===== config.mk =====
export PLATFORM = sky130hd
export DESIGN_NAME = stretch_sequencer_flat
export DESIGN_NICKNAME = d
export VERILOG_FILES = /design/src/rtl/stretch_sequencer_if.sv /design/src/rtl/stretch_sequencer.sv /design/src/flat_wrapper.sv
export SDC_FILE = /design/constraint.sdc
export NUM_CORES = 1
export LEC_CHECK = 0
export CORE_MARGIN = 2
export CORE_UTILIZATION = 59
export DETAILED_ROUTE_END_ITERATION = 7
export PLACE_DENSITY = 0.77
export SYNTH_ARGS = -nofsm -noshare
export SYNTH_HDL_FRONTEND = slang
export SYNTH_SLANG_ARGS = --single-unit

===== constraint.sdc =====
create_clock -name clock -period 4.1 [get_ports clock]
set_input_delay 0.615 -clock clock [delete_from_list [all_inputs] [get_ports clock]]
set_output_delay 0.615 -clock clock [all_outputs]
set_load 0.01 [all_outputs]

===== src/rtl/stretch_sequencer_if.sv =====
// Host-side config/control bus and output strobes of the stretch sequencer.
interface stretch_sequencer_if #(
  parameter int WIDTH   = 32,
  parameter int BURST_W = 16
);
  logic               cfg_valid;
  logic               cfg_ready;
  logic [WIDTH-1:0]   cfg_half_period;
  logic [BURST_W-1:0] cfg_burst;
  logic               start;
  logic               stop;
  logic               busy;
  logic               stretched;
  logic               edge_pulse;
  logic               done;
  logic               cfg_err;

  modport master (
    output cfg_valid, cfg_half_period, cfg_burst, start, stop,
    input  cfg_ready, busy, stretched, edge_pulse, done, cfg_err
  );
  modport slave (
    input  cfg_valid, cfg_half_period, cfg_burst, start, stop,
    output cfg_ready, busy, stretched, edge_pulse, done, cfg_err
  );
endinterface


===== src/rtl/stretch_sequencer.sv =====
// Square-wave stretch generator: half-period counter, start/stop, burst mode,
// and config changes that take effect only on half-period boundaries.
module stretch_sequencer #(
  parameter int          WIDTH        = 32,
  parameter int unsigned DEFAULT_HALF = 32'd100000000,
  parameter int          BURST_W      = 16
) (
  input  logic         clock,
  input  logic         reset_n,
  stretch_sequencer_if.slave bus
);
  typedef enum logic [1:0] {IDLE, RUN, STOPPING} state_t;

  state_t             state;
  logic [WIDTH-1:0]   count, active_half, pend_half;
  logic [BURST_W-1:0] active_burst, pend_burst;
  logic [BURST_W:0]   remaining;
  logic               pend_valid;
  logic               busy_q, stretched_q, edge_q, done_q, cfg_err_q, cfg_ready_q;
  logic               xfer, boundary, fin;

  assign bus.busy       = busy_q;
  assign bus.stretched  = stretched_q;
  assign bus.edge_pulse = edge_q;
  assign bus.done       = done_q;
  assign bus.cfg_err    = cfg_err_q;
  assign bus.cfg_ready  = cfg_ready_q;

  // fin marks the single cycle that leaves RUN/STOPPING, so a stop that lands
  // on a burst-final boundary still yields exactly one done.
  always_comb begin
    xfer     = bus.cfg_valid && cfg_ready_q;
    boundary = (state != IDLE) && (count == active_half - 1'b1);
    fin      = 1'b0;
    if (state == RUN)
      fin = (bus.stop && !stretched_q) ||
            (boundary && ((remaining == (BURST_W+1)'(1)) || bus.stop));
    else if (state == STOPPING)
      fin = boundary;
  end

  always_ff @(posedge clock) begin
    if (!reset_n) begin
      state        <= IDLE;
      count        <= '0;
      remaining    <= '0;
      active_half  <= WIDTH'(DEFAULT_HALF);
      active_burst <= '0;
      pend_half    <= '0;
      pend_burst   <= '0;
      pend_valid   <= 1'b0;
      busy_q       <= 1'b0;
      stretched_q  <= 1'b0;
      edge_q       <= 1'b0;
      done_q       <= 1'b0;
      cfg_err_q    <= 1'b0;
      cfg_ready_q  <= 1'b1;
    end else begin
      edge_q    <= 1'b0;
      done_q    <= fin;
      cfg_err_q <= xfer && (bus.cfg_half_period == '0);

      case (state)
        IDLE: begin
          count       <= '0;
          stretched_q <= 1'b0;
          if (bus.start && !bus.stop) begin
            state     <= RUN;
            busy_q    <= 1'b1;
            remaining <= {active_burst, 1'b0};
          end
        end
        RUN, STOPPING: begin
          if (state == RUN && bus.stop && !stretched_q) begin
            count <= '0;
          end else if (boundary) begin
            count       <= '0;
            stretched_q <= ~stretched_q;
            edge_q      <= 1'b1;
            // remaining==0 means continuous; it never reaches 0 mid-burst
            if (state == RUN && remaining != '0 && !fin)
              remaining <= remaining - 1'b1;
          end else begin
            count <= count + 1'b1;
            if (state == RUN && bus.stop) state <= STOPPING;
          end
          if (fin) begin
            state  <= IDLE;
            busy_q <= 1'b0;
            count  <= '0;
          end
        end
        default: state <= IDLE;
      endcase

      // cfg_ready low implies no transfer, so apply and accept never collide
      if (pend_valid && (state == IDLE || boundary || fin)) begin
        active_half  <= pend_half;
        active_burst <= pend_burst;
        pend_valid   <= 1'b0;
        cfg_ready_q  <= 1'b1;
      end

      if (xfer && bus.cfg_half_period != '0) begin
        if (state == IDLE) begin
          active_half  <= bus.cfg_half_period;
          active_burst <= bus.cfg_burst;
        end else begin
          pend_half   <= bus.cfg_half_period;
          pend_burst  <= bus.cfg_burst;
          pend_valid  <= 1'b1;
          cfg_ready_q <= 1'b0;
        end
      end
    end
  end
endmodule

===== src/flat_wrapper.sv =====
// flat-port wrapper written by rule: the top's interface ports become plain ports
module stretch_sequencer_flat 
#(
  parameter int          WIDTH        = 32,
  parameter int unsigned DEFAULT_HALF = 32'd100000000,
  parameter int          BURST_W      = 16
)
  (clock, reset_n, bus_cfg_valid, bus_cfg_half_period, bus_cfg_burst, bus_start, bus_stop, bus_cfg_ready, bus_busy, bus_stretched, bus_edge_pulse, bus_done, bus_cfg_err);
  stretch_sequencer_if #(.WIDTH(WIDTH), .BURST_W(BURST_W)) bus_i ();
  input  logic clock;
  input  logic reset_n;
  input wire logic [$bits(bus_i.cfg_valid)-1:0] bus_cfg_valid;
  input wire logic [$bits(bus_i.cfg_half_period)-1:0] bus_cfg_half_period;
  input wire logic [$bits(bus_i.cfg_burst)-1:0] bus_cfg_burst;
  input wire logic [$bits(bus_i.start)-1:0] bus_start;
  input wire logic [$bits(bus_i.stop)-1:0] bus_stop;
  output wire logic [$bits(bus_i.cfg_ready)-1:0] bus_cfg_ready;
  output wire logic [$bits(bus_i.busy)-1:0] bus_busy;
  output wire logic [$bits(bus_i.stretched)-1:0] bus_stretched;
  output wire logic [$bits(bus_i.edge_pulse)-1:0] bus_edge_pulse;
  output wire logic [$bits(bus_i.done)-1:0] bus_done;
  output wire logic [$bits(bus_i.cfg_err)-1:0] bus_cfg_err;
  assign bus_i.cfg_valid = bus_cfg_valid;
  assign bus_i.cfg_half_period = bus_cfg_half_period;
  assign bus_i.cfg_burst = bus_cfg_burst;
  assign bus_i.start = bus_start;
  assign bus_i.stop = bus_stop;
  assign bus_cfg_ready = bus_i.cfg_ready;
  assign bus_busy = bus_i.busy;
  assign bus_stretched = bus_i.stretched;
  assign bus_edge_pulse = bus_i.edge_pulse;
  assign bus_done = bus_i.done;
  assign bus_cfg_err = bus_i.cfg_err;
  stretch_sequencer #(.WIDTH(WIDTH), .DEFAULT_HALF(DEFAULT_HALF), .BURST_W(BURST_W)) u_core (.clock(clock), .reset_n(reset_n), .bus(bus_i));
endmodule

After elaboration in Yosys (flattened, before gate mapping)
Cells that the tools add are included.
Storage, ports and cells
  bits in registers: 154
  input port bits: 53
  output and inout bits: 6
Cells by class
  add/sub/neg operators: 3
  equal/unequal tests: 12
  multiplexer cells: 36
  bitwise operators: 4
  reduce and logical (&&, ||, !) cells: 32
Operators with widths (number)
  $mux W32: 6
  $mux W17: 4
  $pmux W32 S2: 1
  $mux W16: 3
  $pmux W17 S2: 1
  $add A32 B1 Y32 const B: 1
  $eq A32 B32 Y1: 1
  $logic_not A32 Y1: 1
  $reduce_bool A32 Y1: 1
  $sub A32 B1 Y32 const B: 1
  $eq A17 B1 Y1 const B: 1
  $reduce_bool A17 Y1: 1
  $sub A17 B1 Y17 const B: 1
  $mux W1: 13
  $logic_and A1 B1 Y1: 12
  $mux W2: 5
  $ne A2 B1 Y1 const B: 4
  $reduce_and A3 Y1: 2
  $reduce_and A5 Y1: 1
  $logic_or A1 B1 Y1: 4
  $not A1 Y1: 4
  $pmux W1 S2: 2
  $pmux W2 S2: 1
  $reduce_and A4 Y1: 1
  12 further kinds: 15

Depth between registers and ports, before layout
  depth in word-level cells: 12
  gate-level depth with buffers: 15
  mapped depth without buffers: 12

Worst setup path before layout
Ideal clock, no wire load.
  path type: register to register
  start point: register u_core.active_half[0]
  end point: register u_core.active_burst[10]
  setup time: 0.119 ns
  data arrival time: 3.538 ns
  required time: 3.981 ns
  path slack: 0.443 ns
  cell stages (with the launch flop): 16
  buffers on the path: 3
  period minus slack after synthesis: 3.657 ns
  cells stage by stage: dfxtp_1 > buf_2 > inv_1 > ha_1 > nor4b_1 > nand3_1 > nor4_1 > mux2_1 > a31oi_1 > nor2_1 > nor4_4 > o21ai_2 > nand2b_1 > buf_4 > buf_6 > o221a_1
Between the ends
  word-level cells in the longest chain between the ends: 11
  elaborated cells between the ends (all ways): 13
  those cells by class: 1 x add/sub; 1 x eq/ne; 5 x mux; 6 x reduce/logical
Ends and longest elaborated chain
  start: declaration: line stretch_sequencer.sv:15  | logic [WIDTH-1:0] count, active_half, pend_half;
  start signal: assignment: line stretch_sequencer.sv:47  | active_half <= WIDTH'(DEFAULT_HALF);
  start signal: assignment: line stretch_sequencer.sv:98  | active_half <= pend_half;
  start signal: assignment: line stretch_sequencer.sv:106  | active_half <= bus.cfg_half_period;
  $sub A32 B1 Y32 *: line stretch_sequencer.sv:33  | boundary = (state != IDLE) && (count == active_half - 1'b1);
  $eq A32 B32 Y1 *: line stretch_sequencer.sv:33
  $logic_and A1 B1 Y1 *: line stretch_sequencer.sv:33
  $logic_and A1 B1 Y1: line stretch_sequencer.sv:37  | (boundary && ((remaining == (BURST_W+1)'(1)) || bus.stop));
  $logic_or A1 B1 Y1: line stretch_sequencer.sv:36  | fin = (bus.stop && !stretched_q) ||
  $mux W1: line stretch_sequencer.sv:35  | if (state == RUN)
  $logic_or A1 B1 Y1 *: line stretch_sequencer.sv:97  | if (pend_valid && (state == IDLE || boundary || fin)) begin
  $logic_and A1 B1 Y1 *: line stretch_sequencer.sv:97
  $mux W16 *: line stretch_sequencer.sv:97
  $mux W16: line stretch_sequencer.sv:105  | if (state == IDLE) begin
  $mux W16 *: line stretch_sequencer.sv:104  | if (xfer && bus.cfg_half_period != '0) begin
  end signal: assignment: line stretch_sequencer.sv:99  | active_burst <= pend_burst;
  end signal: assignment: line stretch_sequencer.sv:107  | active_burst <= bus.cfg_burst;
  end: declaration: line stretch_sequencer.sv:16  | logic [BURST_W-1:0] active_burst, pend_burst;
Mark *: on every way between the ends. The rest lies on a longest branch, timed or not.
A chain may end at the register's enable or synchronous reset.

Worst setup path in the final report
  start point: register u_core.active_half[1]
  end point: register u_core.count[11]
Between the ends
  word-level cells in the longest chain between the ends: 8
  elaborated cells between the ends (all ways): 11
  those cells by class: 1 x add/sub; 1 x eq/ne; 6 x mux; 3 x reduce/logical
Ends and longest elaborated chain
  $sub A32 B1 Y32 *: line stretch_sequencer.sv:33
  $eq A32 B32 Y1 *: line stretch_sequencer.sv:33
  $logic_and A1 B1 Y1 *: line stretch_sequencer.sv:33
  $logic_and A1 B1 Y1: line stretch_sequencer.sv:37
  $logic_or A1 B1 Y1: line stretch_sequencer.sv:36
  $mux W1: line stretch_sequencer.sv:35
  $mux W32 *: line stretch_sequencer.sv:87  | if (fin) begin
  $pmux W32 S2 *: line stretch_sequencer.sv:63  | case (state)
  end signal: assignment: line stretch_sequencer.sv:84  | count <= count + 1'b1;
  end: declaration: line stretch_sequencer.sv:15
Marked as above.

==> metrics <==
largest net degree at the start of global routing=96; Startpoint Class=flop; internal power=3.94 mW; Avg WL per Cell=17.4 µm; Final min period=3.88 ns; Power Dens Cells=665 nW/µm²; Mapped Avg Cell Area=7.82 µm²; Synth area leader=dfxtp_1; drt via density=6.18; CP arrival=4.23 ns; All-Layer GR Usage=30.7%; fillers=1127; r2r setup slk=0.22 ns; outcome=finished clean; Worst-Skew Late Latency=0.43 ns; worst r2r path cells=11; # diodes=0; DR iter-0 viols=864; r2r endpoint=u_core.count[11]$_SDFFE_PN0P_; Reg clk slew, reported paths=0.06 ns; die height=123 µm; Worst Hold Depth=2; full die area=15000 µm²; Die W=123 µm; Post-Syn Nets=1121; drt pass-1 iters=5; routed via count=7985; Sequential Power Share=32.9%; io pins=59; Max IR drop VDD=0.387 mV; unique cell type count in the Yosys netlist=75; Place WS=0.0793 ns; clock power share=25.5%; crit end category=flop; share of flip-flops with an asynchronous set or reset after synthesis=0%; H-tree depth=4; Synth Cell Area=8290 µm²; MaxCap Viol Count=0; most frequent cells in the layout=172 x nand2_1, 154 x dfxtp_1, 135 x nor2_1; CTS buffer count=17; Port-buffer cells=58; RSZ-0062 raised after global routing=no; hold path start=u_core.pend_half[23]$_SDFFE_PN0P_; sequential share of the synthesized area=37.2%; Slew @ Worst Pin=1.02 ns; Fin Clk Skew=0.00860 ns; sw frac=39.2%; DP Area=9040 µm²; dominant synthesized flop cell=dfxtp_1; Post-DRT Antenna Nets=0; # rows=43; Synth area leaders=dfxtp_1 37%, nand2_1 7.8%, a21oi_1 6.3%; period utilization=94.5%; EDFF count, synth=0; Initial Util=60.2%; CTS tree=built; cells after synthesis=1060; Final Power=6.48 mW; Gate power share=41.6%; TNS Setup=0 ns; clock root buffer=clkbuf_16; Worst Hold End=u_core.pend_half[23]$_SDFFE_PN0P_; critical path required time=4.46 ns; yosys warns=0; RR Startpoint=u_core.active_half[1]$_SDFF_PN0_; Remaining DRCs=0; Worst Hold Class=flop to flop; Setup-failing EPs final=0; Area growth syn-to-layout=17.5%; P_sw=2.54 mW; Final nets=1163; total gr overflow=0; Yosys reg bits=154; vias in the first global route=6902; initial antenna violation count=0; Final WS setup=0.224 ns; Achievable Freq=258 MHz; Post-Route WL=22500 µm; Leak=3.57 nW; Slew Limit Fails=0; Finished Cell Area=9740 µm²; most common cell after layout, fill and taps aside=nand2_1; clock buffer depth=2; RePlAce Congestion=0.942; max_slew headroom=32.0%; share of layout cells above drive strength 1=8.09%; CP startpoint=u_core.active_half[1]$_SDFF_PN0_; Sink Count=154; final hold slack=0.455 ns; first-pass GRT wire length=36100 µm; share of the synthesized area in the top cell type=37.2%; endpoints failing hold=0; CP Max Fanout=12; worst setup path category=flop to flop; total core area=13800 µm²; detailed placement HPWL=14900 µm
## power groups by stage
stage,sequential [mW],clock (mW),combinational [mW]
after floorplan,2.03,0,1.93
after global placement,2.14,0,2.50
after detailed placement,2.15,0,2.54
after CTS,2.12,1.67,2.58
after global routing,2.17,1.74,2.96
final,2.13,1.65,2.69
## worst max-delay path, stage by stage, from the launching register on
cell and delay (ns):
dfxtp_1 0.35, or4_4 0.55, or4_4 0.47, or4_4 0.51, nand3_1 0.10, a31oi_1 0.11
o2111ai_1 0.37, o41ai_4 0.17, nor4_4 0.65, buf_4 0.30, a21oi_1 0.08, a31oi_1 0.15
## flip-flops by register name, summed over array words and instances, names as in the netlist, 2 cells and up
name / flops
u_core.remaining: 17
u_core.active_half: 32
u_core.pend_half: 32
u_core.active_burst: 16
u_core.count: 32
u_core.pend_burst: 16
u_core.state: 2
## worst max-delay path by stage
stage                                              end  slack [ns]
floorplan           u_core.active_burst[10]$_SDFF_PN0_        0.44
global placement      u_core.active_half[5]$_SDFF_PN0_        0.12
detailed placement       u_core.count[11]$_SDFFE_PN0P_        0.08
CTS                  u_core.active_burst[8]$_SDFF_PN0_        0.02
global route         u_core.active_half[28]$_SDFF_PN0_        0.03
finish                   u_core.count[11]$_SDFFE_PN0P_        0.22
## cells by family (layout without fill, tap and decap cells)
kind of cell | count (synthesis) | in the layout | synth area share [%]
compound gates | 259 | 260 | 22.3
xor+xnor | 42 | 42 | 4.44
fa+ha+maj | 8 | 8 | 1.21
buf+inv | 100 | 151 | 5.24
flops | 154 | 154 | 37.2
mux | 18 | 18 | 2.19
simple gates | 479 | 480 | 27.5
## routing by layer
metal / part of all wire (%) / up-vias / GRT usage [%]
li1: - / 3901 / -
met1: 49 / 3740 / 46.8
met2: 42 / 321 / 43.6
met3: 8.1 / 23 / 6.60
met4: 0.98 / 0 / 7.90
met5: 0 / - / 0
## area by class of cell
| class | instances | area (µm²) | share of cell area, % |
|---|---|---|---|
| Inverter | 25 | 93.8 | 0.964 |
| Tap cell | 180 | 225 | 2.31 |
| Multi-Input combinational cell | 808 | 4830 | 49.6 |
| Timing Repair Buffer | 96 | 891 | 9.15 |
| Clock inverter | 10 | 166 | 1.71 |
| Sequential cell | 154 | 3080 | 31.7 |
| Clock buffer | 20 | 447 | 4.59 |
## through the flow
step / cells / util (%)
final: 1293 / 70.7
after global placement: 1259 / 65.7
after floorplan: 1060 / -
after detailed placement: 1259 / 65.7
after CTS: 1290 / 70.2
after global routing: 1293 / 70.7
## cell usage after synthesis, types with 5 or more instances
cell,count
or3_1,9
o211ai_1,8
mux2i_1,17
nor3_1,26
nand2_1,172
nand3_1,25
nand4_1,10
a31oi_1,17
o32ai_1,6
and2_1,9
and3_1,17
buf_2,8
o2111ai_1,5
buf_6,5
o21ai_0,11
nor2_1,135
nand3b_1,6
ha_1,8
o21ai_1,15
xor2_1,24
a21oi_1,104
xnor2_1,18
nand2b_1,13
nor4_1,27
dfxtp_1,154
clkbuf_1,58
inv_1,24
o221a_1,39
## repair_timing
action,in CTS,in global routing
setup endpoints to repair,2,63
pin swaps,0,2
gates resized for setup,0,5
buffers inserted,0,2
cloned,1,1
hold buffers,0,0
No activity file was read; power rests on OpenSTA's default activity.
